`config.mk`:
```
export PLATFORM = sky130hd
export DESIGN_NAME = bet_entry_ctrl
export DESIGN_NICKNAME = d
export VERILOG_FILES = /design/src/rtl/bet_entry_ctrl_pkg.sv /design/src/rtl/bet_entry_ctrl_btn_conditioner.sv /design/src/rtl/bet_entry_ctrl.sv
export SDC_FILE = /design/constraint.sdc
export NUM_CORES = 1
export LEC_CHECK = 0
export ABC_AREA = 1
export BUFFER_PORTS_ARGS = -buffer_cell sky130_fd_sc_hd__buf_2
export CORE_MARGIN = 2
export CORE_UTILIZATION = 50
export CTS_CLUSTER_SIZE = 16
export DETAILED_ROUTE_END_ITERATION = 6
export PLACE_DENSITY = 0.68
export REMOVE_ABC_BUFFERS = 1
export SLEW_MARGIN = 20
export SYNTH_ARGS = -nofsm -noshare
export SYNTH_HDL_FRONTEND = slang
export SYNTH_SLANG_ARGS = --single-unit
```
`constraint.sdc`:
```
create_clock -name CLK -period 4 [get_ports CLK]
set_input_delay 0.2 -clock CLK [delete_from_list [all_inputs] [get_ports CLK]]
set_output_delay 0.2 -clock CLK [all_outputs]
set_load 0.01 [all_outputs]
```
`src/rtl/bet_entry_ctrl_pkg.sv`:
```
// Shared types and sizing helpers for the bet entry front end.
package bet_entry_pkg;

  typedef enum logic [1:0] {
    IDLE  = 2'd0,
    ENTER = 2'd1,
    OFFER = 2'd2
  } bet_state_t;

  localparam int DEF_WIDTH      = 8;
  localparam int DEF_DEB_CYCLES = 4;

  // Width of a counter that holds 0..n-1; the debounce counter uses cnt_w(DEB_CYCLES).
  function automatic int cnt_w(input int n);
    return (n < 2) ? 1 : $clog2(n);
  endfunction

endpackage

```
`src/rtl/bet_entry_ctrl_btn_conditioner.sv`:
```
// One raw button: input flop, debounce counter, registered rising-edge pulse.
// Pulse appears DEB_CYCLES+1 cycles after the raw level settles.
module btn_conditioner
  import bet_entry_pkg::*;
#(
  parameter int DEB_CYCLES = DEF_DEB_CYCLES
) (
  input  logic clk_sys,
  input  logic rst_b,
  input  logic raw,
  output logic level,
  output logic pulse
);

  localparam int CW = cnt_w(DEB_CYCLES);
  localparam logic [CW-1:0] CNT_LAST = CW'(DEB_CYCLES - 1);

  logic          raw_q;
  logic [CW-1:0] cnt;

  // cnt tracks consecutive samples that disagree with the accepted level
  always_ff @(posedge clk_sys or negedge rst_b) begin
    if (!rst_b) begin
      raw_q <= 1'b0;
      level <= 1'b0;
      cnt   <= '0;
      pulse <= 1'b0;
    end else begin
      raw_q <= raw;
      pulse <= 1'b0;
      if (raw_q != level) begin
        if (cnt == CNT_LAST) begin
          level <= raw_q;
          pulse <= raw_q;
          cnt   <= '0;
        end else begin
          cnt <= cnt + 1'b1;
        end
      end else begin
        cnt <= '0;
      end
    end
  end

endmodule

```
`src/rtl/bet_entry_ctrl.sv`:
```
// Bet entry front end: conditioned Up/Down/set, clamped bet counter, valid/ready offer.
// Optional auto-repeat of held Up/Down is built when AUTO_REPEAT_EN is defined.
//   state | meaning
//   IDLE  | no request; cur_bet cleared
//   ENTER | player adjusting cur_bet within [min_bet, chips]
//   OFFER | bet_value/bet_fold held with bet_valid until bet_ready
module bet_entry_ctrl
  import bet_entry_pkg::*;
#(
  parameter int WIDTH         = DEF_WIDTH,
  parameter int DEB_CYCLES    = DEF_DEB_CYCLES,
  parameter int REPEAT_DELAY  = 16,
  parameter int REPEAT_PERIOD = 4
) (
  input  logic             CLK,
  input  logic             CLR,
  input  logic             Up,
  input  logic             Down,
  input  logic             set,
  input  logic             bet_req,
  input  logic [WIDTH-1:0] chips,
  input  logic [WIDTH-1:0] min_bet,
  output logic             bet_valid,
  input  logic             bet_ready,
  output logic [WIDTH-1:0] bet_value,
  output logic             bet_fold,
  output logic [WIDTH-1:0] cur_bet,
  output logic             busy
);

  if (DEB_CYCLES < 1 || REPEAT_DELAY < 1 || REPEAT_PERIOD < 1) begin : g_param_check
    $error("bet_entry_ctrl: DEB_CYCLES, REPEAT_DELAY and REPEAT_PERIOD must be >= 1");
  end

  bet_state_t       state, state_nx;
  logic [WIDTH-1:0] cur_nx, val_nx, stepped;
  logic             valid_nx, fold_nx;
  logic             up_p, dn_p, set_p;
  logic             up_lvl, dn_lvl, set_lvl;
  logic             up_s, dn_s, inc, dec;
  logic             unused_lvl;

  btn_conditioner #(.DEB_CYCLES(DEB_CYCLES)) u_btn_up (
    .clk_sys(CLK), .rst_b(CLR), .raw(Up), .level(up_lvl), .pulse(up_p)
  );
  btn_conditioner #(.DEB_CYCLES(DEB_CYCLES)) u_btn_dn (
    .clk_sys(CLK), .rst_b(CLR), .raw(Down), .level(dn_lvl), .pulse(dn_p)
  );
  btn_conditioner #(.DEB_CYCLES(DEB_CYCLES)) u_btn_set (
    .clk_sys(CLK), .rst_b(CLR), .raw(set), .level(set_lvl), .pulse(set_p)
  );

`ifdef AUTO_REPEAT_EN
  localparam int RPT_MAX = (REPEAT_DELAY > REPEAT_PERIOD) ? REPEAT_DELAY : REPEAT_PERIOD;
  localparam int RW      = cnt_w(RPT_MAX);

  logic [RW-1:0] rpt_cnt;
  logic          hold_up, hold_dn, rpt_fire;

  assign hold_up  = up_lvl & ~dn_lvl;
  assign hold_dn  = dn_lvl & ~up_lvl;
  assign rpt_fire = (state == ENTER) && (hold_up || hold_dn) && !up_p && !dn_p
                    && (rpt_cnt == '0);

  // Reloaded with the initial delay on every edge pulse and whenever the hold is broken
  always_ff @(posedge CLK or negedge CLR) begin
    if (!CLR) begin
      rpt_cnt <= RW'(REPEAT_DELAY - 1);
    end else if (state != ENTER || !(hold_up || hold_dn) || up_p || dn_p) begin
      rpt_cnt <= RW'(REPEAT_DELAY - 1);
    end else if (rpt_cnt == '0) begin
      rpt_cnt <= RW'(REPEAT_PERIOD - 1);
    end else begin
      rpt_cnt <= rpt_cnt - 1'b1;
    end
  end

  assign up_s       = up_p | (rpt_fire & hold_up);
  assign dn_s       = dn_p | (rpt_fire & hold_dn);
  assign unused_lvl = set_lvl;
`else
  assign up_s       = up_p;
  assign dn_s       = dn_p;
  assign unused_lvl = ^{up_lvl, dn_lvl, set_lvl};
`endif

  assign inc = up_s & ~dn_s;
  assign dec = dn_s & ~up_s;

  always_comb begin
    state_nx = state;
    cur_nx   = cur_bet;
    val_nx   = bet_value;
    fold_nx  = bet_fold;
    valid_nx = bet_valid;
    stepped  = cur_bet;
    case (state)
      IDLE: begin
        if (bet_req) begin
          if (chips < min_bet) begin
            state_nx = OFFER;
            val_nx   = chips;
            fold_nx  = 1'b1;
            valid_nx = 1'b1;
          end else begin
            state_nx = ENTER;
            cur_nx   = min_bet;
          end
        end
      end
      ENTER: begin
        if (!bet_req) begin
          state_nx = IDLE;
          cur_nx   = '0;
        end else if (set_p) begin
          state_nx = OFFER;
          val_nx   = cur_bet;
          fold_nx  = 1'b0;
          valid_nx = 1'b1;
        end else begin
          if (inc && cur_bet < chips) stepped = cur_bet + WIDTH'(1);
          if (dec && cur_bet > min_bet) stepped = cur_bet - WIDTH'(1);
          // a shrinking chip count always wins over the player's choice
          if (chips < stepped) stepped = chips;
          cur_nx = stepped;
        end
      end
      OFFER: begin
        if (bet_ready) begin
          state_nx = IDLE;
          valid_nx = 1'b0;
          cur_nx   = '0;
        end
      end
      default: begin
        state_nx = IDLE;
        valid_nx = 1'b0;
        cur_nx   = '0;
      end
    endcase
  end

  always_ff @(posedge CLK or negedge CLR) begin
    if (!CLR) begin
      state     <= IDLE;
      cur_bet   <= '0;
      bet_value <= '0;
      bet_fold  <= 1'b0;
      bet_valid <= 1'b0;
      busy      <= 1'b0;
    end else begin
      state     <= state_nx;
      cur_bet   <= cur_nx;
      bet_value <= val_nx;
      bet_fold  <= fold_nx;
      bet_valid <= valid_nx;
      busy      <= (state_nx != IDLE);
    end
  end

endmodule

```
; After elaboration in Yosys (flattened, before gate mapping)
; Cells that the tools add are included.
[op_classes]
n_mux = 44
n_reduce_logical = 11
bitwise_logic = 4
n_addsub = 5
n_lt_le_gt_ge = 4
n_eq_ne = 15
[op_table]
columns = cell, count
row1 = $mux W8, 15
row2 = $lt A8 B8 Y1, 3
row3 = $pmux W8 S3, 1
row4 = $mux W2, 11
row5 = $pmux W8 S2, 1
row6 = $mux W1, 13
row7 = $ne A2 B2 Y1 const B, 5
row8 = $reduce_and A5 Y1, 2
row9 = $add A8 B1 Y8 const B, 1
row10 = $eq A2 B2 Y1 const B, 4
row11 = $gt A8 B8 Y1, 1
row12 = $sub A8 B1 Y8 const B, 1
row13 = $add A2 B1 Y2 const B, 3
row14 = $pmux W2 S3, 1
row15 = $reduce_and A2 Y1, 3
row16 = $reduce_and A4 Y1, 1
row17 = $reduce_bool A2 Y1, 2
row18 = $ne A1 B1 Y1, 3
row19 = $ne A3 B3 Y1 const B, 1
row20 = $pmux W1 S3, 1
row21 = $and A1 B1 Y1, 2
row22 = $eq A2 B1 Y1 const B, 1
row23 = $logic_and A1 B1 Y1, 2
row24 = $logic_not A2 Y1, 1
row25 = other kinds (3), 4
[word_totals]
elab_cells = 101
input_bits = 23
reg_bits = 36
output_inout_bits = 19

; Depth between registers and ports, before layout
[depth]
ltp_word = 13
ltp_mapped = 25
ltp_nobuf = 25

; By module
; Synthesis repeated with hierarchy kept, for this count alone.
[hier_totals]
cells_unflattened = 357
hier_area_um2 = 2712.6
[modules_own_cells]
columns = module, seq_area_each_um2, area_each_um2, cells_per_inst, instances
row1 = bet_entry_ctrl, 525.5, 2153.3, 303, 1
row2 = btn_conditioner, 125.1, 186.4, 18, 3

; Least setup slack after synthesis
; No wires, ideal clock.
[synth_timing]
path_type = reg-to-reg
startpoint = reg cur_bet[6]
endpoint = reg cur_bet[0]
period_less_slack_ns = 3.196
arrival_ns = 3.080
setup_slack_ns = 0.804
n_path_buf = 0
stages_incl_launch_ff = 18
required_ns = 3.883
setup_time_ns = 0.117
path_cell_list = dfrtp_1 ha_1 nand2_2 inv_2 and3_2 nor2_4 nand2_4 mux2_2 mux2_2 ha_1 nand2_1 nor2_1 a211oi_2 nand3_1 nand3_1 nand2_1 nand2_1 nand2_1
[synth_between]
elab_chain_cells = 12
word_cells_on_any_way = 16
classes_between = add/sub: 2 / order compare: 3 / mux: 9 / reduce/logical: 2
[synth_rtl]
columns = element, line
row1 = from (decl), bet_entry_ctrl.sv:27  ; output logic [WIDTH-1:0] cur_bet,
row2 = from (signal assigned), bet_entry_ctrl.sv:153  ; cur_bet <= cur_nx;
row3 = $lt A8 B8 Y1, bet_entry_ctrl.sv:121  ; if (inc && cur_bet < chips) stepped = cur_bet + WIDTH'(1);
row4 = $logic_and A1 B1 Y1, bet_entry_ctrl.sv:121
row5 = $mux W8, bet_entry_ctrl.sv:121
row6 = $mux W8 (*), bet_entry_ctrl.sv:122  ; if (dec && cur_bet > min_bet) stepped = cur_bet - WIDTH'(1);
row7 = $mux W8 (*), bet_entry_ctrl.sv:115  ; end else if (set_p) begin
row8 = $mux W8 (*), bet_entry_ctrl.sv:112  ; if (!bet_req) begin
row9 = $mux W8 (*), bet_entry_ctrl.sv:97  ; case (state)
row10 = $lt A8 B8 Y1, bet_entry_ctrl.sv:124  ; if (chips < stepped) stepped = chips;
row11 = $mux W8 (*), bet_entry_ctrl.sv:124
row12 = $mux W8 (*), bet_entry_ctrl.sv:115
row13 = $mux W8 (*), bet_entry_ctrl.sv:112
row14 = $pmux W8 S3 (*), bet_entry_ctrl.sv:97
; Every way passes the cells marked *; elsewhere a longest branch is shown, timed or not. The select of a mux whose other input is x is not followed.
; A chain may end at the register's enable or synchronous reset.

; Final worst setup path
[layout_timing]
startpoint = reg cur_bet[6]
endpoint = reg cur_bet[4]
; The elaborated chain is that of the path after synthesis.

==> impl_metrics.env <==
export IMPL_max_cap_viol_count=0
export IMPL_clk_latency_ns=0.29
export IMPL_grt_total_usage_pct=22.90
export IMPL_antenna_left=0
export IMPL_dieArea_sq_um=6065
export IMPL_diodes=0
export IMPL_cp_end_kind="flop"
export IMPL_finalPower_mw=1.987
export IMPL_via_count=2433
export IMPL_fin_crit_ns=3.253
export IMPL_slowest_delay_ns=0.53
export IMPL_core_sq_um=5172
export IMPL_netlist_instances=354
export IMPL_p_comb_share_pct=54.2
export IMPL_area_delta_synth_final_pct=12.88
export IMPL_min_path_type="in -> async"
export IMPL_crit_chain="ha_1, nand2_2, inv_2, and3_2, nor2_4, nand2_4, nor2_1, nand3_1, o22ai_1, xnor2_1, ha_1, nand2_1, nor2_1, a211oi_2, buf_4, nand2_8, nand2_2, nand3_1, nand2_1, nand2_1, nand2_1"
export IMPL_ys_seq_elements=36
export IMPL_die_height_um=77.88
export IMPL_hold_ws_ns=0.007570
export IMPL_die_w_um=77.88
export IMPL_overflow=0
export IMPL_critPathSlowestCell="dfrtp_1"
export IMPL_cts_tree="built"
export IMPL_relSlewSlack_pct=45.25
export IMPL_cts_hold_buf=0
export IMPL_yosysSeqAreaShare_pct=33.01
export IMPL_p_seq_share_pct=33.6
export IMPL_num_fill_cells=506
export IMPL_worst_pin_slew_ns=0.8213
export IMPL_ir_drop_v=0.0004070
export IMPL_fin_area_sq_um=3080
export IMPL_placed_area_sq_um=3003
export IMPL_final_cell_mix="nand2_1 (100), inv_1 (41), buf_2 (41)"
export IMPL_fin_util_pct=59.55
export IMPL_yosysWarnings=0
export IMPL_grt_pass1_wl_mm=10.86
export IMPL_cts_root_buf="clkbuf_8"
export IMPL_ios=42
export IMPL_port_buffers=41
export IMPL_syn_area_sq_um=2729
export IMPL_fin_skew_ns=0.004778
export IMPL_slew_viol_final=0
export IMPL_vias_per_cell=5.188
export IMPL_dp_hpwl_mm=4.902
export IMPL_postCtsSetupBuffers=0
export IMPL_p_switching_mw=0.9393
export IMPL_grt_pass1_vias=2296
export IMPL_worstSetupPathType="reg -> reg"
export IMPL_p_clk_share_pct=12.3
export IMPL_numCtsBuffers=5
export IMPL_rsz0062_at_grt="no"
export IMPL_crit_fanout=9
export IMPL_cts_resized=0
export IMPL_start_util_pct=52.76
export IMPL_cts_sinks=36
export IMPL_p_sw_share_pct=47.28
export IMPL_cp_required_ns=4.23
export IMPL_postRouteWirelength_mm=6.257
export IMPL_htree_levels=2
export IMPL_cp_arrival_ns=3.48
export IMPL_pwr_density_cell_nw_per_um2=645.0
export IMPL_wire_per_inst_um=13.34
export IMPL_drc=0
export IMPL_power_leakage_nw=1.682
export IMPL_drt_iter0_drc=166
export IMPL_tns_ns=0
export IMPL_final_common_cell="nand2_1"
export IMPL_period_share_pct=81.32
export IMPL_intPower_mw=1.048
export IMPL_clock_path_buffers=2
export IMPL_clk_pin_slew_ns=0.07
export IMPL_status="finished clean"
export IMPL_antenna_found_initial=0
export IMPL_cp_start_kind="flop"
export IMPL_hold_violations=0
export IMPL_fmax_mhz=307.4
export IMPL_num_nets_final=456
export IMPL_gp_congestion=0.9416
export IMPL_avgSynthCellArea_sq_um=7.709
export IMPL_row_count=26
export IMPL_grt_start_max_net_pins=37
export IMPL_setup_viol_count_final=0
export IMPL_drive_gt1_share_pct=20.30
export IMPL_dr_pass1_iters=4
export IMPL_crit_top_cell="nand2_1"
export IMPL_synth_cell_types=36
-- Yosys cell counts --
master	number	area (sq um)
nand2_1	100	375.4
inv_1	41	153.9
dfrtp_1	36	900.9
ha_1	34	425.4
nor2_1	27	101.4
nand3_1	22	110.1
nand2_2	13	81.33
o21ai_0	13	65.06
a21oi_1	8	40.04
a31oi_1	8	50.05
nor3_1	6	30.03
inv_2	5	18.77
xnor2_1	5	43.79
xor2_1	5	43.79
mux2_2	3	33.78
nand4_1	3	18.77
buf_2	2	10.01
nand2_4	2	22.52
nand2_8	2	40.04
o211ai_1	2	15.01
o21a_1	2	15.01
a211oi_1	1	7.510
a211oi_2	1	12.51
a21boi_0	1	7.510
a21o_1	1	7.510
a21oi_2	1	8.760
and3_2	1	7.510
clkbuf_2	1	5.000
clkdlybuf4s15_2	1	11.26
nand3_2	1	10.01
nor2_2	1	6.260
nor2_4	1	11.26
nor2_8	1	20.02
nor4_1	1	6.260
o22ai_1	1	6.260
or2_2	1	6.260
-- per-layer routing --
layer / wire length [um] / global-route usage (%)
met5: 0 / 0
met4: 77 / 6.429
met3: 268 / 4.070
met2: 2978 / 38.02
met1: 2932 / 30.63
-- flip-flops by register name (all words and copies together) (netlist names), 2 cells and up --
name and cells:
u_btn_dn.cnt 2, u_btn_set.cnt 2, state 2, u_btn_up.cnt 2, cur_bet 8, bet_value 8
-- path summary, 6_finish.rpt --
kind                                  from  slack, ns  cells past startpoint         endpoint
min in group CLK                      Down       0.01                      1   u_btn_dn.raw_q
setup reg to reg                cur_bet[6]       0.75                     21       cur_bet[4]
hold / removal                         CLR      0.008                      1     bet_value[3]
max in group asynchronous              CLR       3.48                      1     bet_value[6]
hold reg to reg            u_btn_up.cnt[0]       0.44                      1  u_btn_up.cnt[0]
setup / recovery                cur_bet[6]       0.75                     21       cur_bet[4]
-- final cells by class --
cell class	count	area (sq um)	area share (%)
multi-input combinational	268	1629	52.88
sequential	36	900.9	29.24
timing repair buffer	42	212.7	6.905
tap	70	87.58	2.843
clock inverter	1	5.005	0.1625
clock buffer	6	72.57	2.356
inverter	46	172.7	5.605
-- critical path, delay by kind of cell (launching register included) --
family / cells / cell delay, ns
AOI/OAI and AO/OA: 2 / 0.33
and+or+nand+nor: 14 / 1.24
adders and majority gates: 2 / 0.63
DFF: 1 / 0.53
xor gates and xnor gates: 1 / 0.20
buffers and inverters: 2 / 0.25
-- power groups by stage --
| stage | sequential (mW) | combinational, mW | clock, mW |
|---|---|---|---|
| after global routing | 0.691 | 1.23 | 0.266 |
| after floorplan | 0.676 | 0.737 | 0 |
| after CTS | 0.668 | 1.08 | 0.249 |
| after detailed placement | 0.674 | 1.07 | 0 |
| final | 0.667 | 1.08 | 0.243 |
| after global placement | 0.671 | 1.05 | 0 |
-- metrics by stage --
| stage | instances | worst slack (ns) |
|---|---|---|
| 6_report | 469 | 0.7471 |
| 5_1_grt | 469 | 0.4891 |
| 4_1_cts | 469 | 0.7658 |
| 3_5_place_dp | 462 | 0.7871 |
| 3_3_place_gp | 462 | 0.8276 |
| 2_1_floorplan | 350 | 0.8035 |
-- logic make-up (layout without fill, tap and decap cells) --
logic type	after synthesis	count (layout)	synth area share (%)
fa+ha+maj	34	34	15.59
buf+inv	50	95	7.290
simple gates	182	182	31.04
compound gates	39	39	8.620
mux	3	3	1.238
flops	36	36	33.01
xor+xnor	10	10	3.209
No activity file was read; power rests on OpenSTA's default activity.
